[config.mk]
export PLATFORM = sky130hd
export DESIGN_NAME = multicycle_controller_flat
export DESIGN_NICKNAME = d
export VERILOG_FILES = /design/src/rtl/multicycle_controller_if.sv /design/src/rtl/multicycle_controller.sv /design/src/flat_wrapper.sv
export SDC_FILE = /design/constraint.sdc
export NUM_CORES = 1
export LEC_CHECK = 0
export CAP_MARGIN = 20
export CORE_UTILIZATION = 36
export CTS_CLUSTER_DIAMETER = 100
export CTS_CLUSTER_SIZE = 28
export DETAILED_ROUTE_END_ITERATION = 8
export PLACE_DENSITY = 0.73
export SYNTH_ARGS = -nofsm -noshare
export SYNTH_HDL_FRONTEND = slang
export SYNTH_SLANG_ARGS = --single-unit
[constraint.sdc]
create_clock -name clk -period 2.25 [get_ports clk]
set_clock_uncertainty 0.1 [all_clocks]
set_input_delay 0.45 -clock clk [delete_from_list [all_inputs] [get_ports clk]]
set_output_delay 0.45 -clock clk [all_outputs]
set_load 0.05 [all_outputs]
[src/rtl/multicycle_controller_if.sv]
// multicycle_controller_if
// Bundles the control handshake between the multicycle controller and the
// shared RISC-V datapath.
//   master : controller side (receives the decoded instruction fields, Zero and
//            mem_ready; drives every mux select, write enable and ALUControl)
//   slave  : datapath side (the mirror image)
// Signals:
//   opcode/funct3/funct7b5 : fields of the instruction register
//   Zero                   : ALU zero flag
//   mem_ready              : memory finishes its current access this cycle
//   PCWrite, AdrSrc, MemWrite, IRWrite, RegWrite, ResultSrc, ALUSrcA, ALUSrcB,
//   ImmSrc, ALUControl     : datapath controls
//   illegal                : unsupported opcode seen in DECODE
//   state                  : current FSM state, for debug
interface multicycle_controller_if;
  logic [6:0] opcode;
  logic [2:0] funct3;
  logic       funct7b5;
  logic       Zero;
  logic       mem_ready;

  logic       PCWrite;
  logic       AdrSrc;
  logic       MemWrite;
  logic       IRWrite;
  logic       RegWrite;
  logic [1:0] ResultSrc;
  logic [1:0] ALUSrcA;
  logic [1:0] ALUSrcB;
  logic [1:0] ImmSrc;
  logic [2:0] ALUControl;
  logic       illegal;
  logic [3:0] state;

  modport master (
    input  opcode, funct3, funct7b5, Zero, mem_ready,
    output PCWrite, AdrSrc, MemWrite, IRWrite, RegWrite, ResultSrc,
           ALUSrcA, ALUSrcB, ImmSrc, ALUControl, illegal, state
  );

  modport slave (
    output opcode, funct3, funct7b5, Zero, mem_ready,
    input  PCWrite, AdrSrc, MemWrite, IRWrite, RegWrite, ResultSrc,
           ALUSrcA, ALUSrcB, ImmSrc, ALUControl, illegal, state
  );
endinterface

[src/rtl/multicycle_controller.sv]
// multicycle_controller
// Control FSM for a multicycle RISC-V datapath that shares one memory for
// instructions and data and one ALU for PC+4, branch target and execute.
// Ports:
//   clk  : system clock, state advances on the rising edge
//   rst  : asynchronous active-high reset, forces FETCH
//   bus  : multicycle_controller_if.master (instruction fields, Zero,
//          mem_ready in; datapath controls, illegal, state out)
// Only the state register is sequential; every output is decoded
// combinationally from state and the current inputs.
//
// state    | code | meaning
// ---------+------+-----------------------------------------------------------
// FETCH    |  0   | read instruction at PC, PC <= PC+4 when memory is ready
// DECODE   |  1   | read registers, ALUOut <= OldPC + imm (branch target)
// MEMADR   |  2   | ALUOut <= rs1 + imm (load/store address)
// MEMREAD  |  3   | read data memory at ALUOut, wait for mem_ready
// MEMWB    |  4   | rd <= loaded data
// MEMWRITE |  5   | write rs2 to memory at ALUOut, wait for mem_ready
// EXECUTER |  6   | ALUOut <= rs1 op rs2
// ALUWB    |  7   | rd <= ALUOut
// EXECUTEI |  8   | ALUOut <= rs1 op imm
// JAL      |  9   | PC <= ALUOut (target), ALUOut <= OldPC + 4
// BEQ      | 10   | compare rs1 - rs2, PC <= ALUOut when Zero
module multicycle_controller (
  input  logic                           clk,
  input  logic                           rst,
  multicycle_controller_if.master        bus
);

  typedef enum logic [3:0] {
    S_FETCH    = 4'd0,
    S_DECODE   = 4'd1,
    S_MEMADR   = 4'd2,
    S_MEMREAD  = 4'd3,
    S_MEMWB    = 4'd4,
    S_MEMWRITE = 4'd5,
    S_EXECUTER = 4'd6,
    S_ALUWB    = 4'd7,
    S_EXECUTEI = 4'd8,
    S_JAL      = 4'd9,
    S_BEQ      = 4'd10
  } state_t;

  localparam logic [6:0] OP_LW   = 7'b0000011;
  localparam logic [6:0] OP_SW   = 7'b0100011;
  localparam logic [6:0] OP_R    = 7'b0110011;
  localparam logic [6:0] OP_IALU = 7'b0010011;
  localparam logic [6:0] OP_BEQ  = 7'b1100011;
  localparam logic [6:0] OP_JAL  = 7'b1101111;

  localparam logic [1:0] ALUOP_ADD   = 2'b00;
  localparam logic [1:0] ALUOP_SUB   = 2'b01;
  localparam logic [1:0] ALUOP_FUNCT = 2'b10;

  localparam logic [2:0] ALU_ADD = 3'b000;
  localparam logic [2:0] ALU_SUB = 3'b001;
  localparam logic [2:0] ALU_AND = 3'b010;
  localparam logic [2:0] ALU_OR  = 3'b011;
  localparam logic [2:0] ALU_SLT = 3'b101;

  state_t state_q;

  // ---------------------------------------------------------------------------
  // State register with next-state decode
  // ---------------------------------------------------------------------------
  always_ff @(posedge clk or posedge rst) begin
    if (rst) begin
      state_q <= S_FETCH;
    end else begin
      case (state_q)
        S_FETCH: begin
          if (bus.mem_ready) state_q <= S_DECODE;
        end
        S_DECODE: begin
          case (bus.opcode)
            OP_LW,
            OP_SW:   state_q <= S_MEMADR;
            OP_R:    state_q <= S_EXECUTER;
            OP_IALU: state_q <= S_EXECUTEI;
            OP_JAL:  state_q <= S_JAL;
            OP_BEQ:  state_q <= S_BEQ;
            default: state_q <= S_FETCH;
          endcase
        end
        // Only lw/sw reach MEMADR, so anything that is not a store is a load.
        S_MEMADR: begin
          if (bus.opcode == OP_SW) state_q <= S_MEMWRITE;
          else                     state_q <= S_MEMREAD;
        end
        S_MEMREAD: begin
          if (bus.mem_ready) state_q <= S_MEMWB;
        end
        S_MEMWRITE: begin
          if (bus.mem_ready) state_q <= S_FETCH;
        end
        S_MEMWB:    state_q <= S_FETCH;
        S_EXECUTER,
        S_EXECUTEI,
        S_JAL:      state_q <= S_ALUWB;
        S_ALUWB:    state_q <= S_FETCH;
        S_BEQ:      state_q <= S_FETCH;
        default:    state_q <= S_FETCH;
      endcase
    end
  end

  // ---------------------------------------------------------------------------
  // Moore control decode (FETCH additionally gates with mem_ready)
  // ---------------------------------------------------------------------------
  logic       adr_src;
  logic       mem_write;
  logic       ir_write;
  logic       reg_write;
  logic [1:0] result_src;
  logic [1:0] alu_src_a;
  logic [1:0] alu_src_b;
  logic [1:0] alu_op;
  logic       pc_update;
  logic       branch;
  logic       illegal_op;

  always_comb begin
    adr_src    = 1'b0;
    mem_write  = 1'b0;
    ir_write   = 1'b0;
    reg_write  = 1'b0;
    result_src = 2'b00;
    alu_src_a  = 2'b00;
    alu_src_b  = 2'b00;
    alu_op     = ALUOP_ADD;
    pc_update  = 1'b0;
    branch     = 1'b0;
    illegal_op = 1'b0;

    case (state_q)
      S_FETCH: begin
        // PC and IR only load on the cycle the instruction actually arrives.
        ir_write   = bus.mem_ready;
        pc_update  = bus.mem_ready;
        alu_src_a  = 2'b00;
        alu_src_b  = 2'b10;
        result_src = 2'b10;
      end
      S_DECODE: begin
        alu_src_a = 2'b01;
        alu_src_b = 2'b01;
        case (bus.opcode)
          OP_LW, OP_SW, OP_R, OP_IALU, OP_JAL, OP_BEQ: illegal_op = 1'b0;
          default:                                      illegal_op = 1'b1;
        endcase
      end
      S_MEMADR: begin
        alu_src_a = 2'b10;
        alu_src_b = 2'b01;
      end
      S_MEMREAD: begin
        adr_src = 1'b1;
      end
      S_MEMWB: begin
        result_src = 2'b01;
        reg_write  = 1'b1;
      end
      S_MEMWRITE: begin
        // Held for the whole stall so the memory sees a stable request.
        adr_src   = 1'b1;
        mem_write = 1'b1;
      end
      S_EXECUTER: begin
        alu_src_a = 2'b10;
        alu_src_b = 2'b00;
        alu_op    = ALUOP_FUNCT;
      end
      S_ALUWB: begin
        reg_write = 1'b1;
      end
      S_EXECUTEI: begin
        alu_src_a = 2'b10;
        alu_src_b = 2'b01;
        alu_op    = ALUOP_FUNCT;
      end
      S_JAL: begin
        // Target was computed in DECODE; the ALU now forms the link OldPC+4.
        alu_src_a = 2'b01;
        alu_src_b = 2'b10;
        pc_update = 1'b1;
      end
      S_BEQ: begin
        alu_src_a = 2'b10;
        alu_src_b = 2'b00;
        alu_op    = ALUOP_SUB;
        branch    = 1'b1;
      end
      default: ;
    endcase
  end

  // ---------------------------------------------------------------------------
  // ALU decoder
  // ---------------------------------------------------------------------------
  logic [2:0] alu_control;

  always_comb begin
    alu_control = ALU_ADD;
    case (alu_op)
      ALUOP_ADD: alu_control = ALU_ADD;
      ALUOP_SUB: alu_control = ALU_SUB;
      ALUOP_FUNCT: begin
        case (bus.funct3)
          // opcode[5] separates R-type from I-type: addi has no sub form even
          // when instr[30] happens to be set by the immediate.
          3'b000:  alu_control = (bus.opcode[5] & bus.funct7b5) ? ALU_SUB : ALU_ADD;
          3'b010:  alu_control = ALU_SLT;
          3'b110:  alu_control = ALU_OR;
          3'b111:  alu_control = ALU_AND;
          default: alu_control = ALU_ADD;
        endcase
      end
      default: alu_control = ALU_ADD;
    endcase
  end

  // ---------------------------------------------------------------------------
  // Immediate format select, purely from opcode
  // ---------------------------------------------------------------------------
  logic [1:0] imm_src;

  always_comb begin
    imm_src = 2'b00;
    case (bus.opcode)
      OP_SW:   imm_src = 2'b01;
      OP_BEQ:  imm_src = 2'b10;
      OP_JAL:  imm_src = 2'b11;
      default: imm_src = 2'b00;
    endcase
  end

  // ---------------------------------------------------------------------------
  // Output drive
  // ---------------------------------------------------------------------------
  assign bus.PCWrite    = pc_update | (branch & bus.Zero);
  assign bus.AdrSrc     = adr_src;
  assign bus.MemWrite   = mem_write;
  assign bus.IRWrite    = ir_write;
  assign bus.RegWrite   = reg_write;
  assign bus.ResultSrc  = result_src;
  assign bus.ALUSrcA    = alu_src_a;
  assign bus.ALUSrcB    = alu_src_b;
  assign bus.ImmSrc     = imm_src;
  assign bus.ALUControl = alu_control;
  assign bus.illegal    = illegal_op;
  assign bus.state      = state_q;

endmodule

[src/flat_wrapper.sv]
// flat-port wrapper written by rule: the top's interface ports become plain ports
module multicycle_controller_flat 
  (clk, rst, bus_opcode, bus_funct3, bus_funct7b5, bus_Zero, bus_mem_ready, bus_PCWrite, bus_AdrSrc, bus_MemWrite, bus_IRWrite, bus_RegWrite, bus_ResultSrc, bus_ALUSrcA, bus_ALUSrcB, bus_ImmSrc, bus_ALUControl, bus_illegal, bus_state);
  multicycle_controller_if bus_i ();
  input  logic clk;
  input  logic rst;
  input wire logic [$bits(bus_i.opcode)-1:0] bus_opcode;
  input wire logic [$bits(bus_i.funct3)-1:0] bus_funct3;
  input wire logic [$bits(bus_i.funct7b5)-1:0] bus_funct7b5;
  input wire logic [$bits(bus_i.Zero)-1:0] bus_Zero;
  input wire logic [$bits(bus_i.mem_ready)-1:0] bus_mem_ready;
  output wire logic [$bits(bus_i.PCWrite)-1:0] bus_PCWrite;
  output wire logic [$bits(bus_i.AdrSrc)-1:0] bus_AdrSrc;
  output wire logic [$bits(bus_i.MemWrite)-1:0] bus_MemWrite;
  output wire logic [$bits(bus_i.IRWrite)-1:0] bus_IRWrite;
  output wire logic [$bits(bus_i.RegWrite)-1:0] bus_RegWrite;
  output wire logic [$bits(bus_i.ResultSrc)-1:0] bus_ResultSrc;
  output wire logic [$bits(bus_i.ALUSrcA)-1:0] bus_ALUSrcA;
  output wire logic [$bits(bus_i.ALUSrcB)-1:0] bus_ALUSrcB;
  output wire logic [$bits(bus_i.ImmSrc)-1:0] bus_ImmSrc;
  output wire logic [$bits(bus_i.ALUControl)-1:0] bus_ALUControl;
  output wire logic [$bits(bus_i.illegal)-1:0] bus_illegal;
  output wire logic [$bits(bus_i.state)-1:0] bus_state;
  assign bus_i.opcode = bus_opcode;
  assign bus_i.funct3 = bus_funct3;
  assign bus_i.funct7b5 = bus_funct7b5;
  assign bus_i.Zero = bus_Zero;
  assign bus_i.mem_ready = bus_mem_ready;
  assign bus_PCWrite = bus_i.PCWrite;
  assign bus_AdrSrc = bus_i.AdrSrc;
  assign bus_MemWrite = bus_i.MemWrite;
  assign bus_IRWrite = bus_i.IRWrite;
  assign bus_RegWrite = bus_i.RegWrite;
  assign bus_ResultSrc = bus_i.ResultSrc;
  assign bus_ALUSrcA = bus_i.ALUSrcA;
  assign bus_ALUSrcB = bus_i.ALUSrcB;
  assign bus_ImmSrc = bus_i.ImmSrc;
  assign bus_ALUControl = bus_i.ALUControl;
  assign bus_illegal = bus_i.illegal;
  assign bus_state = bus_i.state;
  multicycle_controller u_core (.clk(clk), .rst(rst), .bus(bus_i));
endmodule
Yosys cells after proc, flatten, opt, wreduce, memory -nomap -nowiden
Cells that the tools add are included.
{"block": "word_totals", "ff_bits": 4, "input_bits": 15, "elab_cells": 63}
{"block": "classes", "eq_ne": 24, "n_mux": 22, "bitwise_logic": 3, "reduce_logical": 13}
{"cell": "4-bit one-hot mux with 6 select lines", "n": 1}
{"cell": "4-bit one-hot mux with 5 select lines", "n": 1}
{"cell": "4-bit by 3-bit == test with 1-bit output, second input constant", "n": 4}
{"cell": "2-bit one-hot mux with 2 select lines", "n": 4}
{"cell": "7-bit by 6-bit == test with 1-bit output, second input constant", "n": 2}
{"cell": "7-bit == test, second input constant", "n": 2}
{"cell": "4-bit == test, second input constant", "n": 3}
{"cell": "4-bit two-way mux", "n": 3}
{"cell": "3-bit one-hot mux with 4 select lines", "n": 1}
{"cell": "2-bit OR reduction", "n": 6}
{"cell": "4-bit by 2-bit == test with 1-bit output, second input constant", "n": 2}
{"cell": "1-bit two-way mux", "n": 8}
{"cell": "7-bit by 2-bit == test with 1-bit output, second input constant", "n": 1}
{"cell": "7-bit by 5-bit == test with 1-bit output, second input constant", "n": 1}
{"cell": "3-bit == test, second input constant", "n": 2}
{"cell": "2-bit inequality test, second input constant", "n": 3}
{"cell": "2-bit one-hot mux with 3 select lines", "n": 1}
{"cell": "3-bit one-hot mux with 2 select lines", "n": 1}
{"cell": "3-bit OR reduction", "n": 2}
{"cell": "6-bit OR reduction", "n": 1}
{"cell": "4-bit by 1-bit == test with 1-bit output, second input constant", "n": 1}
{"cell": "4-bit logical NOT", "n": 1}
{"cell": "4-bit OR reduction", "n": 1}
{"cell": "3-bit by 2-bit == test with 1-bit output, second input constant", "n": 1}
{"cell": "other kinds (8)", "n": 9}

Longest topological paths before layout
{"block": "depth", "word_depth": 5, "mapped_depth": 8, "mapped_depth_nobuf": 6}

Worst setup path before layout
Ideal clock, no wire load.
{"block": "synth_timing", "path_kind": "register to output", "from": "register u_core.state_q[1], in the netlist u_core.bus.state[1]", "to": "output bus_IRWrite", "t_arrival_ns": 3.091, "required_ns": 1.700, "slack_ns": -1.391, "stages_incl_launch_ff": 5, "path_buffers": 2, "cell_sequence": "dfrtp_1 > buf_6 > buf_2 > nor4_1 > and2_1"}
{"block": "synth_between", "elab_chain_len": 2}
{"item": "start, declared", "line_no": "multicycle_controller.sv:62", "source": "state_t state_q;"}
{"item": "start signal, assigned", "line_no": "multicycle_controller.sv:69", "source": "state_q <= S_FETCH;"}
{"item": "start signal, assigned", "line_no": "multicycle_controller.sv:73", "source": "if (bus.mem_ready) state_q <= S_DECODE;"}
{"item": "start signal, assigned", "line_no": "multicycle_controller.sv:78", "source": "OP_SW: state_q <= S_MEMADR;"}
{"item": "4-bit logical NOT", "line_no": "multicycle_controller.sv:136", "source": "case (state_q)"}
{"item": "1-bit two-way mux", "line_no": "multicycle_controller.sv:136"}
{"item": "end, declared", "line_no": "flat_wrapper.sv:15", "source": "output wire logic [$bits(bus_i.IRWrite)-1:0] bus_IRWrite;"}
No other way between the ends.

Worst setup path after layout
{"block": "layout_timing", "from": "register u_core.state_q[2], in the netlist u_core.bus.state[2]", "to": "output bus_ALUControl[0]"}
{"block": "layout_between", "elab_chain_len": 5}
{"item": "4-bit by 3-bit == test with 1-bit output or 4-bit == test (tied branches)", "line_no": "multicycle_controller.sv:136"}
{"item": "2-bit OR reduction (no source line)"}
{"item": "2-bit one-hot mux with 2 select lines (*)", "line_no": "multicycle_controller.sv:136"}
{"item": "2-bit == test or 2-bit by 1-bit == test with 1-bit output (tied branches)", "line_no": "multicycle_controller.sv:205", "source": "case (alu_op)"}
{"item": "3-bit one-hot mux with 2 select lines (*)", "line_no": "multicycle_controller.sv:205"}
{"item": "end, declared", "line_no": "flat_wrapper.sv:21", "source": "output wire logic [$bits(bus_i.ALUControl)-1:0] bus_ALUControl;"}
Every way passes the cells marked *; elsewhere a longest branch is shown, timed or not.

==> impl_metrics.yaml <==
clock_network:
  clk_pin_slew_worst_paths_ns: 0.04
  cts_buffers: 3
  cts_tree: "yes"
  clock_latency_ns: 0.25
  root_buffer: "clkbuf_4"
  clk_path_buf_depth: 2
  htreeDepth: 1
  cts_sinks: 4
sta:
  setup_slack_ns: -0.108
  slew_viol_final: 0
  fin_crit_sh_pct: 105
  period_needed_ns: 2.36
  worst_pin_slew_ns: 0.383
  hold_viol: 0
  slew_headroom_pct: 74.3
  setup_viol: 4
  max_freq_mhz: 424
  hold_slack_ns: 0.304
  rsz0062_at_grt: "true"
worst_setup_path:
  endpoint_kind: "primary output"
  r2r_start: "u_core.bus.state[2]"
  critPathMaxFanout: 4
  r2r-end: "u_core.bus.state[2]"
  cp-start-kind: "flop"
  crit_required_ns: 1.70
  rr_worst_depth: 5
  crit_start: "u_core.bus.state[2]"
  cp-endpoint: "bus_ALUControl[0]"
  path_class: "flop to primary output"
  arrival_ns: 1.81
  reg2reg_slack_ns: 0.56
placement:
  gp_congestion: 0.807
  io_buffers: 35
  dp_hpwl_microns: 1770
  dp.cells: 156
detailed_routing:
  first_iter_violations: 14
  ant_nets: 0
  viasPerCell: 5.47
  drc: 0
  wl_per_cell_microns: 15.0
  routed-via-count: 897
  finalWirelength_microns: 2450
  drt_first_pass_iters: 4
pwr:
  comb_power_share_pct: 85.8
  powerDensity_nw_per_um2: 1120
  p_int_mw: 0.768
  switchingPower_mw: 0.876
  p_leak_nw: 0.606
  power_frac_seq_pct: 8.3
  vdd_ir_drop_max_v: 0.000931
  power.share.clock_pct: 6.0
  p_sw_share_pct: 53.3
floorplan:
  die_area_sq_um: 2020
  io_pins: 36
  fp.dieH_microns: 45.0
  die_w_microns: 45.0
  start_util_pct: 38.5
  rows: 15
  coreArea_sq_um: 1730
hold_path:
  min_path_type: "input pin to async pin"
synthesis:
  synthesis.area_sq_um: 664
  syn_avg_cell_area_sq_um: 7.38
  synth.distinct_cells: 38
  yosysWarnings: 0
  ys_ff_latch: 4
  syn-num-nets: 107
  yosysSeqAreaShare_pct: 15.1
  netlist_instances: 90
outcome:
  violations: "negative setup slack"
  status: "finished, violations left"
final_layout:
  fill_cells: 108
  utilization_pct: 85.0
  area_growth_pct: 121
  drive_gt1_share_pct: 54.0
  largest_reg_flops: 4
  diodes: 0
  final_nets: 158
  final_cells: 164
run:
  drv_cap: 0
grt:
  grt_start_max_net_pins: 17
  grt_pass1_wl_microns: 3690
  track_usage_pct: 24.9
  grt_pass1_vias: 884
  antenna_found_initial: 0
  grt-ovfl-total: 0
-- worst max-delay path, stage by stage (launching register included) --
cell	delay [ns]
dfrtp_2	0.43
nor3b_2	0.24
a21oi_2	0.06
nor2_1	0.11
ha_2	0.25
nand4_1	0.14
a21oi_4	0.18
buf_12	0.15
-- routing by layer --
metal / vias to the layer above / routed length, microns / track usage (%)
met5: - / 0 / 0
met4: 0 / 47 / 12.7
met2: 35 / 1360 / 47.5
li1: 433 / - / -
met3: 6 / 82 / 0.800
met1: 423 / 967 / 27.5
-- power groups by stage --
stage	Combinational [mW]	Clock (mW)	Sequential [mW]
after floorplan	0.805	0	0.183
after global placement	1.35	0	0.136
after detailed placement	1.38	0	0.136
after CTS	1.40	0.0940	0.135
after global routing	1.47	0.101	0.140
final	1.41	0.0984	0.136
-- through the flow --
stage	setup TNS [ns]	power (mW)	worst slack, ns	instance area [sq um]
2_1_floorplan	-0.526	0.988	-0.322	801
3_3_place_gp	-0.0163	1.49	-0.0125	1350
3_5_place_dp	-0.144	1.52	-0.0843	1350
4_1_cts	-0.121	1.63	-0.0986	1420
5_1_grt	-0.578	1.71	-0.206	1470
6_report	-0.229	1.64	-0.108	1470
-- worst min path at each step --
stage,slack (ns),end,start
final,0.30,u_core.bus.state[1],rst
after CTS,0.33,u_core.bus.state[1],rst
after floorplan,0.12,u_core.bus.state[0],rst
after global placement,0.53,u_core.bus.state[3],rst
after global routing,0.34,u_core.bus.state[1],rst
after detailed placement,0.55,u_core.bus.state[3],rst
-- cells by family after synthesis --
family / after synthesis / share of synthesized area (%)
buffers and inverters: 13 / 10.5
multiplexers: 1 / 1.69
AO/OA/AOI/OAI: 17 / 17.1
adder cells (fa/ha/maj): 3 / 5.27
AND/OR/NAND/NOR: 49 / 46.3
flip-flops: 4 / 15.1
XOR/XNOR: 3 / 3.96
-- Yosys cell counts --
master | instances | area (sq um)
nand3b_1 | 1 | 7.51
o211a_1 | 1 | 10.0
clkbuf_1 | 1 | 3.75
maj3_1 | 1 | 10.0
dfrtp_1 | 4 | 100
nor4_1 | 2 | 12.5
nor2_1 | 9 | 33.8
o21ba_2 | 1 | 10.0
o311ai_1 | 1 | 8.76
buf_2 | 5 | 25.0
nand4bb_1 | 2 | 22.5
mux2_2 | 1 | 11.3
and2_1 | 2 | 12.5
o21bai_1 | 1 | 7.51
inv_1 | 5 | 18.8
and3_1 | 4 | 25.0
buf_6 | 2 | 22.5
nor4b_1 | 1 | 8.76
nor2b_1 | 4 | 25.0
a211oi_1 | 1 | 7.51
a31oi_1 | 2 | 12.5
nand2_1 | 1 | 3.75
nor3_1 | 4 | 20.0
nand4_1 | 3 | 18.8
o21ai_0 | 4 | 20.0
xnor2_1 | 1 | 8.76
xor2_1 | 2 | 17.5
a21boi_0 | 1 | 7.51
ha_1 | 2 | 25.0
or4b_1 | 1 | 10.0
nand4b_1 | 2 | 17.5
o21ai_1 | 1 | 5.00
nor3b_1 | 7 | 52.6
nand3_1 | 3 | 15.0
nor4bb_1 | 1 | 10.0
a21oi_1 | 3 | 15.0
a311o_1 | 1 | 10.0
or2_2 | 2 | 12.5
-- timing repair --
action / 4_1_cts / 5_1_grt
resized for setup: 9 / 5
hold buffers: 0 / 0
setup endpoints to repair: 4 / 7
pin swaps: 7 / 4
setup buffers: 2 / 3
-- cell usage in the layout, fill, tap and decap left out, types with 2 or more instances in the layout --
master | synthesis | layout
nor2_2 | 0 | 2
buf_12 | 0 | 15
or2_4 | 0 | 2
nand4bb_1 | 2 | 2
inv_1 | 5 | 5
nor3b_1 | 7 | 3
nand3_1 | 3 | 2
nor2b_1 | 4 | 2
nor2_1 | 9 | 6
o21ai_0 | 4 | 4
dlygate4sd2_1 | 0 | 2
xor2_1 | 2 | 2
clkbuf_4 | 0 | 3
nor3b_2 | 0 | 4
nand4b_1 | 2 | 2
clkdlybuf4s50_1 | 0 | 12
dfrtp_2 | 0 | 4
and3_1 | 4 | 3
nor3_2 | 0 | 2
buf_4 | 0 | 24
nand4_1 | 3 | 3
-- final cells by class --
class                   count  area [sq um]  area share [%]
multi-input cells          73           661            45.0
inverters                   5          18.8            1.28
flip-flops and latches      4           105            7.16
clock buffers               3          22.5            1.53
repair buffers             54           629            42.9
well taps                  25          31.3            2.13
(Power assumes the default switching activity.)
